===== config.mk =====
export PLATFORM = sky130hd
export DESIGN_NAME = seq_fixed_point_normalize_flat
export DESIGN_NICKNAME = d
export VERILOG_FILES = /design/src/rtl/seq_fixed_point_normalize_if.sv /design/src/rtl/seq_fixed_point_normalize.sv /design/src/flat_wrapper.sv
export SDC_FILE = /design/constraint.sdc
export NUM_CORES = 1
export LEC_CHECK = 0
export ABC_AREA = 1
export BUFFER_PORTS_ARGS = -buffer_cell sky130_fd_sc_hd__clkbuf_2
export CAP_MARGIN = 10
export CORE_ASPECT_RATIO = 0.5
export CORE_MARGIN = 5
export CORE_UTILIZATION = 30
export CTS_BUF_LIST = sky130_fd_sc_hd__clkbuf_8
export CTS_CLUSTER_SIZE = 20
export DETAILED_ROUTE_END_ITERATION = 10
export GPL_TIMING_DRIVEN = 0
export SYNTH_ARGS = -nofsm -noshare
export SYNTH_HDL_FRONTEND = slang
export SYNTH_SLANG_ARGS = --single-unit
export TNS_END_PERCENT = 20

===== constraint.sdc =====
create_clock -name clk -period 2 [get_ports clk]
set_clock_uncertainty 0.05 [all_clocks]
set_input_delay 0.1 -clock clk [delete_from_list [all_inputs] [get_ports clk]]
set_output_delay 0.1 -clock clk [all_outputs]
set_load 0.005 [all_outputs]

===== src/rtl/seq_fixed_point_normalize_if.sv =====
// Handshake bundle for the fixed-point normalizer: input word channel and result channel.
interface seq_fixed_point_normalize_if #(
  parameter int W  = 16,
  parameter int WM = 8,
  parameter int WE = 6
);
  logic          i_valid;
  logic          i_ready;
  logic [W-1:0]  i_data;
  logic          o_valid;
  logic          o_ready;
  logic [WM-1:0] o_mant;
  logic [WE-1:0] o_exp;
  logic          o_zero;

  modport master (
    output i_valid, i_data, o_ready,
    input  i_ready, o_valid, o_mant, o_exp, o_zero
  );

  modport slave (
    input  i_valid, i_data, o_ready,
    output i_ready, o_valid, o_mant, o_exp, o_zero
  );
endinterface


===== src/rtl/seq_fixed_point_normalize.sv =====
// Iterative normalizer: turns a signed Q(WII.WIF) word into mantissa/exponent,
// shifting left one bit per clock, then rounding to WM bits.
module seq_fixed_point_normalize #(
  parameter int WII   = 8,
  parameter int WIF   = 8,
  parameter int WM    = 8,
  parameter int WE    = 6,
  parameter int ROUND = 1
) (
  input  logic                        clk,
  input  logic                        rstn,
  seq_fixed_point_normalize_if.slave  bus
);
  localparam int W = WII + WIF;
  localparam logic [WM-1:0]        MANT_MIN  = {1'b1, {(WM-1){1'b0}}};
  localparam logic [WM-1:0]        MANT_HALF = MANT_MIN >> 1;
  localparam logic signed [WE-1:0] E_ONE     = WE'(1);
  localparam logic signed [WE-1:0] E_INIT    = WE'(WII - 1);

  typedef enum logic [1:0] {IDLE, SHIFT, RND, HOLD} state_t;

  state_t               state_q, state_d;
  logic [W-1:0]         w_q, w_d;
  logic signed [WE-1:0] e_q, e_d;
  logic [WM-1:0]        mant_q, mant_d;
  logic signed [WE-1:0] exp_q, exp_d;
  logic                 zero_q, zero_d;

  logic [WM-1:0] m_trunc;
  logic [WM-1:0] m_round;
  logic          round_bit;
  logic          carry;

  // A full-width mantissa has no bits below it, so there is nothing to round.
  generate
    if (WM == W) begin : g_full
      assign m_trunc   = w_q;
      assign round_bit = 1'b0;
    end else begin : g_part
      assign m_trunc   = w_q[W-1 -: WM];
      assign round_bit = (ROUND != 0) ? w_q[W-WM-1] : 1'b0;
    end
  endgenerate

  // Only a positive word can round up into the sign bit; a normalized negative
  // word has a zero below its sign, so its increment always fits.
  assign m_round = m_trunc + WM'(round_bit);
  assign carry   = round_bit && !w_q[W-1] && (m_round == MANT_MIN);

  always_ff @(posedge clk or negedge rstn) begin
    if (!rstn) begin
      state_q <= IDLE;
      w_q     <= '0;
      e_q     <= '0;
      mant_q  <= '0;
      exp_q   <= '0;
      zero_q  <= 1'b0;
    end else begin
      state_q <= state_d;
      w_q     <= w_d;
      e_q     <= e_d;
      mant_q  <= mant_d;
      exp_q   <= exp_d;
      zero_q  <= zero_d;
    end
  end

  always_comb begin
    state_d = state_q;
    w_d     = w_q;
    e_d     = e_q;
    mant_d  = mant_q;
    exp_d   = exp_q;
    zero_d  = zero_q;
    unique case (state_q)
      IDLE: begin
        if (bus.i_valid) begin
          w_d     = bus.i_data;
          e_d     = E_INIT;
          state_d = SHIFT;
        end
      end
      SHIFT: begin
        if ((w_q == '0) || (w_q[W-1] != w_q[W-2])) begin
          state_d = RND;
        end else begin
          w_d = w_q << 1;
          e_d = e_q - E_ONE;
        end
      end
      RND: begin
        if (w_q == '0) begin
          mant_d = '0;
          exp_d  = '0;
          zero_d = 1'b1;
        end else if (carry) begin
          mant_d = MANT_HALF;
          exp_d  = e_q + E_ONE;
          zero_d = 1'b0;
        end else begin
          mant_d = m_round;
          exp_d  = e_q;
          zero_d = 1'b0;
        end
        state_d = HOLD;
      end
      HOLD: begin
        if (bus.o_ready) begin
          state_d = IDLE;
        end
      end
      default: state_d = IDLE;
    endcase
  end

  assign bus.i_ready = (state_q == IDLE);
  assign bus.o_valid = (state_q == HOLD);
  assign bus.o_mant  = mant_q;
  assign bus.o_exp   = exp_q;
  assign bus.o_zero  = zero_q;
endmodule

===== src/flat_wrapper.sv =====
// flat-port wrapper written by rule: the top's interface ports become plain ports
module seq_fixed_point_normalize_flat 
#(
  parameter int WII   = 8,
  parameter int WIF   = 8,
  parameter int WM    = 8,
  parameter int WE    = 6,
  parameter int ROUND = 1
)
  (clk, rstn, bus_i_valid, bus_i_data, bus_o_ready, bus_i_ready, bus_o_valid, bus_o_mant, bus_o_exp, bus_o_zero);
  seq_fixed_point_normalize_if #(.WM(WM), .WE(WE)) bus_i ();
  input  logic clk;
  input  logic rstn;
  input wire logic [$bits(bus_i.i_valid)-1:0] bus_i_valid;
  input wire logic [$bits(bus_i.i_data)-1:0] bus_i_data;
  input wire logic [$bits(bus_i.o_ready)-1:0] bus_o_ready;
  output wire logic [$bits(bus_i.i_ready)-1:0] bus_i_ready;
  output wire logic [$bits(bus_i.o_valid)-1:0] bus_o_valid;
  output wire logic [$bits(bus_i.o_mant)-1:0] bus_o_mant;
  output wire logic [$bits(bus_i.o_exp)-1:0] bus_o_exp;
  output wire logic [$bits(bus_i.o_zero)-1:0] bus_o_zero;
  assign bus_i.i_valid = bus_i_valid;
  assign bus_i.i_data = bus_i_data;
  assign bus_i.o_ready = bus_o_ready;
  assign bus_i_ready = bus_i.i_ready;
  assign bus_o_valid = bus_i.o_valid;
  assign bus_o_mant = bus_i.o_mant;
  assign bus_o_exp = bus_i.o_exp;
  assign bus_o_zero = bus_i.o_zero;
  seq_fixed_point_normalize #(.WII(WII), .WIF(WIF), .WM(WM), .WE(WE), .ROUND(ROUND)) u_core (.clk(clk), .rstn(rstn), .bus(bus_i));
endmodule

==> impl_metrics.ini, run 1 <==
[outcome]
outcome = complete, no violations

[global_route]
met2_usage_pct = 17.6
use_met1_pct = 16.3
top_usage_layer = met2
overflow = 0
grt_usage_pct = 11.4
grt_pass1_vias = 1840
grt.met3_usage_pct = 2.31
grt_max_degree = 40
grt_pass1_wl_um = 8930
antenna_found_initial = 0

[clock_tree]
cts_buffers = 5
htreeDepth = 2
cts.sinks = 39
root_buffer = clkbuf_8
cts_buffer_depth = 2
cts.clk_slew.worst_paths_ps = 80
clkLatencyLatePin_ps = 290
cts_tree = built

[sta]
max_slew_margin_pct = 36.0
max_freq_mhz = 530
slew_viol_final = 0
period_share_pct = 94.3
post-route-min-period_ps = 1890
fin_setup_tns_ps = 0
finalSetupViolations = 0
worstMarginPinSlew_ps = 960
hold_violations = 0

[critical_path]
slowest_stage = dfrtp_2
critPathLaunchType = register
crit_top_cell = nand2_1
path_depth = 11
cp_max_fo = 6
worstReg2RegEnd = u_core.bus.o_exp[2]$_DFFE_PN0P_
crit_type = reg -> reg
endpoint_kind = register
worstSetupStartpoint = u_core.w_q[8]$_DFFE_PN0P_
max_stage_delay_ps = 450
cpLargestDelayFamily = simple AND/OR/NAND/NOR gates
regToRegStartpoint = u_core.w_q[8]$_DFFE_PN0P_
path_cells = ha_4 > ha_4 > nand3_2 > xor2_2 > nand3_4 > nor2_8 > nand2_4 > nand2_2 > nand2_1 > nand2_1 > nand2_1
rr_worst_depth = 11
ff2ff_setup_slack_ps = 110
critical_path_required_ps = 2140
cp-endpoint = u_core.bus.o_exp[2]$_DFFE_PN0P_
arrival_ps = 2020
path_buf_inv = 0

[finish]
nets = 346
area_growth_pct = 21.0
drive_gt1_share_pct = 26.1
final_cell_area_um2 = 2780
fin_util_pct = 37.6
diodes = 0
fin_cells = 414

[yosys]
syn_area_um2 = 2290
ys_types = 30
synth-seq-cells = 39
synthCells = 269
ys_seq_area_share_pct = 42.5
ys_warn_count = 0
syn_nets = 298
avgSynthCellArea_um2 = 8.53

[pwr]
ir_worst_vdd_mv = 0.467
p_per_area_nw_per_um2 = 1540
leakage_nw = 1.35
p_total_w = 0.00428

[worst_hold_path]
hp-class = in -> reg
holdPathStages = 3

[routing]
drt_pre_antenna_iters = 4
wl_um = 5140
ant_nets = 0
num_vias = 1871
wl_per_cell_um = 12.4
drc = 0
viasPerCell = 4.52
drtIter0Drc = 68

[placed_design]
dpl.cell_count = 401
io_buffers = 36
hpwl_um = 3920
placed_area_um2 = 2590
globalplace.congestion = 0.794

[floorplan]
die_w_um = 134
die-area_um2 = 9600
core_um2 = 7380
boundaryPins = 37
start_util_pct = 31.1
die_height_um = 71.8
rows = 22

[flow_run]
drv_cap = 0
-- logic make-up after synthesis --
kind of cell             count (synthesis)  synth area share (%)
AND/OR/NAND/NOR                        129                  26.9
flip-flops                              39                  42.5
AO/OA/AOI/OAI                           35                  8.62
buffers and inverters                   33                  7.03
multiplexers                            15                  6.54
XOR/XNOR                                 9                  3.44
adder cells (fa/ha/maj)                  9                  4.91
-- cell usage after synthesis (all sizes together) --
| cell | instances | area share, % |
|---|---|---|
| or2 | 1 | 0.27 |
| mux2i | 15 | 6.5 |
| nand3 | 20 | 5.8 |
| o31ai | 3 | 0.98 |
| dfrtp | 39 | 43 |
| xor2 | 9 | 3.4 |
| inv | 23 | 3.8 |
| a21oi | 3 | 0.65 |
| nand2 | 79 | 14 |
| nand4 | 1 | 0.27 |
| nor3 | 4 | 0.87 |
| buf | 9 | 3.1 |
| a22o | 1 | 0.38 |
| o21ai | 25 | 5.6 |
| o211ai | 1 | 0.33 |
| clkbuf | 1 | 0.16 |
| o21bai | 2 | 0.65 |
| ha | 9 | 4.9 |
| nor2 | 24 | 5.6 |
-- stage by stage --
stage | hold WS (ps) | setup WS (ps)
3_3_place_gp | 239 | -49.7
3_5_place_dp | 256 | -109
6_report | 10.4 | 114
5_1_grt | 46.5 | -12.5
2_1_floorplan | -246 | 130
4_1_cts | 28.9 | 36.0
-- what timing repair did --
action                                  in CTS  in global routing
setup buffers                                1                  2
endpoints found under the setup margin       8                 30
resized for setup                            4                 10
endpoints found under the hold margin       39                  0
hold buffers                                 1                  0
gates cloned                                 1                  0
pin swaps                                    3                  4
-- worst min-delay path by stage --
stage | start | endpoint | slack, ps
floorplan | rstn | u_core.bus.o_exp[0]$_DFFE_PN0P_ | -250
global route | bus_i_data[0] | u_core.w_q[0]$_DFFE_PN0P_ | 50
detailed placement | rstn | u_core.w_q[5]$_DFFE_PN0P_ | 260
finish | bus_i_data[0] | u_core.w_q[0]$_DFFE_PN0P_ | 10
global placement | rstn | u_core.w_q[5]$_DFFE_PN0P_ | 240
CTS | bus_i_data[0] | u_core.w_q[0]$_DFFE_PN0P_ | 30
-- worst register-to-register path: stages (launching register included) --
cell and delay (ps):
dfrtp_2 450, ha_4 190, ha_4 170, nand3_2 100, xor2_2 210, nand3_4 150, nor2_8 180, nand2_4 90
nand2_2 70, nand2_1 50, nand2_1 50, nand2_1 40
-- final cells by class --
type                            instances  area, um2
Sequential cell                        39        978
Inverter                               23       90.1
Fill cell                             742       4600
Buffer                                 10       78.8
Clock inverter                          3       16.3
Tap cell                               96        120
Timing Repair Buffer                   40        213
Multi-Input combinational cell        198       1210
Clock buffer                            5       68.8
-- state kept, by name (all words and copies together), names as in the netlist --
name / count
u_core.e_q: 6
u_core.bus.o_mant: 8
u_core.w_q: 16
u_core.bus.o_zero: 1
u_core.bus.o_exp: 6
u_core.state_q: 2
-- per-layer routing --
metal	routed length, um	share of wire (%)	up-vias
li1	-	-	967
met5	0	0	-
met4	45	0.87	0
met2	2210	43	27
met1	2770	54	873
met3	120	2.3	4
-- layout by cell type, fill, tap and decap left out, types with 5 or more instances in the layout --
cell      instances
dfrtp_1          37
ha_1              7
xor2_1            8
inv_1            21
o21ai_0          14
nand3_1          15
clkbuf_8          5
mux2i_1          15
nand2_1          72
nand2_2           5
nor2_1           19
clkbuf_2         36
buf_4             5
o21ai_1          10
-- where the power goes --
group	internal, W	switching (W)
combinational	0.000940	0.00139
sequential	0.00113	0.000290
clock	0.000239	0.000289
total	0.00231	0.00197
Note: power is estimated with default switching activity, not from simulation.
==> run 2: changes to the inputs <==
- CORE_UTILIZATION: 30 -> 50
- PLACE_DENSITY: not set -> 0.75
==> impl_metrics.ini, run 2 (synthesis results as in run 1) <==
[finish]
drive_gt1_share_pct = 26.3
final_cell_mix = 72 x nand2_1, 38 x dfrtp_1, 36 x clkbuf_2
largest-register = u_core.w_q
nets = 348
area_growth_pct = 18.8
final_common_cell = nand2_1
largest_register_ffs = 16
fin_cells = 377
diodes = 0
fill_cells = 399

[floorplan]
boundaryPins = 37
rows = 17
die-area_um2 = 6130
start_util_pct = 51.9
die_height_um = 57.9
die_w_um = 106
core_um2 = 4420

[routing]
drtIter0Drc = 78
viasPerCell = 5.09
ant_nets = 0
wl_per_cell_um = 12.9
drc = 0
wl_um = 4870
num_vias = 1918
drt_pre_antenna_iters = 4

[flow_run]
drv_cap = 0

[critical_path]
slowest_stage = dfrtp_2
cp_max_fo = 4
path_depth = 11
critical_path_required_ps = 2130
max_stage_delay_ps = 450
arrival_ps = 2050
rr_worst_depth = 11
endpoint_kind = register
path_buf_inv = 2
ff2ff_setup_slack_ps = 80
cpLargestDelayFamily = simple AND/OR/NAND/NOR gates
crit_type = reg -> reg
path_cells = ha_4 > ha_2 > inv_2 > nand2_1 > nor2_2 > nand3_2 > buf_6 > nor2_4 > nand3_1 > nand3_1 > nand2_1
critPathLaunchType = register

[sta]
rsz0062_at_grt = yes
fin_setup_tns_ps = 0
slew_viol_final = 0
worstMarginPinSlew_ps = 961
post-route-min-period_ps = 1920
max_slew_margin_pct = 35.9
period_share_pct = 95.9
max_freq_mhz = 522
finalSetupViolations = 0
hold_violations = 0
setup_ws_ps = 82.6

[placed_design]
globalplace.congestion = 0.785
dpl.cell_count = 362
hpwl_um = 3570
place_ws_ps = -63.2
io_buffers = 36

[global_route]
antenna_found_initial = 0
grt_pass1_wl_um = 8380
grt_pass1_vias = 1838
overflow = 0
grt_usage_pct = 17.0
grt_max_degree = 40

[clock_tree]
cts_tree = built
cts_buffers = 5
cts.sinks = 39
cts.clk_slew.worst_paths_ps = 70
root_buffer = clkbuf_8
clkLatencyLatePin_ps = 290
cts_buffer_depth = 2
htreeDepth = 2

[worst_hold_path]
hp-class = in -> reg
holdPathStages = 3

[pwr]
p_total_w = 0.00424
ir_worst_vdd_mv = 0.617
leakage_nw = 1.37
p_per_area_nw_per_um2 = 1550

[outcome]
outcome = complete, no violations
[run 2: cell types whose count changed in the layout (fill, tap and decap cells not counted), sizes merged]
cell      previous run  this run
inv                 23        24
clkinvlp             2         1
buf                 12        14
[run 2: per-layer routing]
layer	vias up	share of wire, %	GRT usage [%]	routed length [um]
li1	971	-	-	-
met1	905	50	22.9	2430
met2	38	45	27.6	2190
met3	4	4.5	3.78	217
met4	0	0.82	5.35	40
met5	-	0	0	0
[run 2: path summary, 6_finish.rpt]
kind                                                       from                              end
min in group asynchronous                                  rstn        u_core.w_q[4]$_DFFE_PN0P_
worst min register to register  u_core.bus.o_exp[0]$_DFFE_PN0P_  u_core.bus.o_exp[0]$_DFFE_PN0P_
max in group asynchronous                                  rstn        u_core.w_q[7]$_DFFE_PN0P_
worst min-delay path                              bus_i_data[0]        u_core.w_q[0]$_DFFE_PN0P_
worst max register to register        u_core.w_q[7]$_DFFE_PN0P_  u_core.bus.o_exp[1]$_DFFE_PN0P_
worst max-delay path                  u_core.w_q[7]$_DFFE_PN0P_  u_core.bus.o_exp[1]$_DFFE_PN0P_
[run 2: metrics by stage]
| stage | util [%] | cell area (um2) | hold slack (ps) |
|---|---|---|---|
| CTS | 59.8 | 2650 | 22.5 |
| global route | 61.6 | 2730 | 39.4 |
| global placement | 57.6 | 2550 | 232 |
| finish | 61.6 | 2730 | 13.1 |
| detailed placement | 57.6 | 2550 | 257 |
| floorplan | - | 2290 | -246 |
[run 2: cell type report]
cell class | count | area (um2) | area share, %
Buffer | 10 | 75.1 | 2.75
Clock buffer | 5 | 68.8 | 2.53
Clock inverter | 3 | 12.5 | 0.459
Inverter | 23 | 90.1 | 3.31
Multi-Input combinational cell | 198 | 1200 | 44.0
Sequential cell | 39 | 977 | 35.9
Tap cell | 57 | 71.3 | 2.62
Timing Repair Buffer | 42 | 231 | 8.49
[run 2: power breakdown]
| group | leakage (nW) | switching [W] | internal (W) |
|---|---|---|---|
| registers | 0.488 | 0.000289 | 0.00113 |
| logic | 0.831 | 0.00137 | 0.000942 |
| clock network | 0.0505 | 0.000271 | 0.000235 |
[run 2: timing repair]
| item | CTS | global route |
|---|---|---|
| cloned | 0 | 1 |
| hold endpoints to repair | 39 | 0 |
| pin swaps | 1 | 4 |
| gates resized for setup | 1 | 9 |
| hold buffers | 1 | 0 |
| setup endpoints to repair | 8 | 20 |
| setup buffers | 0 | 5 |
[run 2: tightest hold or removal path: cells and delay by family]
kind,cells,cell delay (ps)
buf+inv,1,80
compound gates,1,80
simple gates,1,50
==> run 3: changes to the inputs <==
- SETUP_SLACK_MARGIN: not set -> 0.3
==> impl_metrics.ini, run 3 (synthesis results as in run 1) <==
[finish]
drive_gt1_share_pct = 32.5
final_common_cell = nand2_1
largest_register_ffs = 16
fill_cells = 345
regArea_um2 = 980
final_cell_area_um2 = 2960
multi_input_area_um2 = 1290
diodes = 0
nets = 362
largest-register = u_core.w_q
final_cell_mix = 70 x nand2_1, 36 x clkbuf_2, 36 x dfrtp_1
area_growth_pct = 29.2

[critical_path]
worstSetupStartpoint = u_core.w_q[7]$_DFFE_PN0P_
critPathLaunchType = register
worstReg2RegEnd = u_core.bus.o_exp[3]$_DFFE_PN0P_
ff2ff_setup_slack_ps = 180
cp_max_fo = 5
critical_path_required_ps = 2130
endpoint_kind = register
cp-endpoint = u_core.bus.o_exp[3]$_DFFE_PN0P_
rr_worst_depth = 11
crit_type = reg -> reg
arrival_ps = 1950
regToRegStartpoint = u_core.w_q[7]$_DFFE_PN0P_

[global_route]
grt_pass1_vias = 1841
grt_max_degree = 40
grt_usage_pct = 17.8
overflow = 0
grt_pass1_wl_um = 8640
antenna_found_initial = 0

[pwr]
p_total_w = 0.00490
ir_worst_vdd_mv = 0.640
leakage_nw = 1.45
p_per_area_nw_per_um2 = 1650

[clock_tree]
root_buffer = clkbuf_8
cts.sinks = 39
cts_buffers = 5
cts_buffer_depth = 2
htreeDepth = 2
cts_tree = built
cts.clk_slew.worst_paths_ps = 80
clkLatencyLatePin_ps = 300

[placed_design]
placed_area_um2 = 2570
io_buffers = 36
hpwl_um = 3590
place_ws_ps = 66.8
globalplace.congestion = 0.782

[routing]
ant_nets = 0
drtIter0Drc = 143
drc = 0
viasPerCell = 5.30
wl_per_cell_um = 14.5
num_vias = 2060
drt_pre_antenna_iters = 4
wl_um = 5630

[outcome]
outcome = complete, but fails checks
violations = negative hold slack

[sta]
slew_viol_final = 0
hold_violations = 1
setup_ws_ps = 180
fin_setup_tns_ps = 0
rsz0062_at_grt = yes
post-route-min-period_ps = 1820
finalSetupViolations = 0
period_share_pct = 91.0
max_freq_mhz = 549
worstMarginPinSlew_ps = 992
hold_ws_ps = -22.4
max_slew_margin_pct = 33.8

[floorplan]
die-area_um2 = 6130
start_util_pct = 51.9
die_w_um = 106
core_um2 = 4420
boundaryPins = 37
die_height_um = 57.9
rows = 17

[worst_hold_path]
hp-class = in -> reg

[flow_run]
drv_cap = 0
## run 3: changes by cell type in the layout (fill, tap and decap cells not counted), sizes merged
cell / previous run / this run
nand2: 79 / 80
inv: 24 / 23
clkinv: 1 / 0
buf: 14 / 25
clkbuf: 42 / 44
## run 3: worst min path at each step
stage | cells past startpoint | slack, ps | endpoint | start
3_3_place_gp | 1 | 230 | u_core.w_q[6]$_DFFE_PN0P_ | rstn
4_1_cts | 3 | 4 | u_core.w_q[0]$_DFFE_PN0P_ | bus_i_data[0]
6_report | 3 | -20 | u_core.w_q[0]$_DFFE_PN0P_ | bus_i_data[0]
3_5_place_dp | 1 | 260 | u_core.w_q[5]$_DFFE_PN0P_ | rstn
2_1_floorplan | 0 | -250 | u_core.bus.o_exp[0]$_DFFE_PN0P_ | rstn
5_1_grt | 3 | -2 | u_core.w_q[0]$_DFFE_PN0P_ | bus_i_data[0]
## run 3: routing by layer
layer	vias to the layer above	wire length (um)	share of wire (%)	global-route usage (%)
met5	-	0	0	0
met3	11	359	6.4	4.45
met2	63	2670	47	29.4
li1	1000	-	-	-
met1	986	2520	45	23.3
met4	0	76	1.4	5.72
## run 3: repair_timing
item,CTS,global route
pin swaps,4,10
endpoints found under the setup margin,32,34
hold buffers,1,0
cloned,1,3
resized for setup,11,21
buffers inserted,7,9
endpoints found under the hold margin,39,0
## run 3: per-stage QoR
step | util [%] | std cells
2_1_floorplan | - | 269
3_3_place_gp | 58.1 | 362
3_5_place_dp | 58.1 | 362
4_1_cts | 62.8 | 377
5_1_grt | 67.0 | 389
6_report | 67.0 | 389
## run 3: report_power, final
| group | switching (W) | internal, W |
|---|---|---|
| combinational | 0.00166 | 0.00133 |
| clock | 0.000271 | 0.000228 |
| sequential | 0.000280 | 0.00114 |
## run 3: layout make-up
type / instances / share of cell area, %
well taps: 57 / 2.41
multi-input cells: 199 / 43.5
clock inverters: 1 / 0.127
inverters: 23 / 3.04
plain buffers: 10 / 3.21
clock buffers: 5 / 2.32
repair buffers: 55 / 12.3
flip-flops and latches: 39 / 33.1
## run 3: critical path, cell delays in order, from the launching register on
cell and delay [ps]:
dfrtp_2 430, ha_4 180, ha_4 180, nand3_4 100, xor2_4 190, nand3_4 140, nor2_8 160, nand3_2 70
nand2_1 70, inv_1 40, nand2_1 50, nand2_1 60
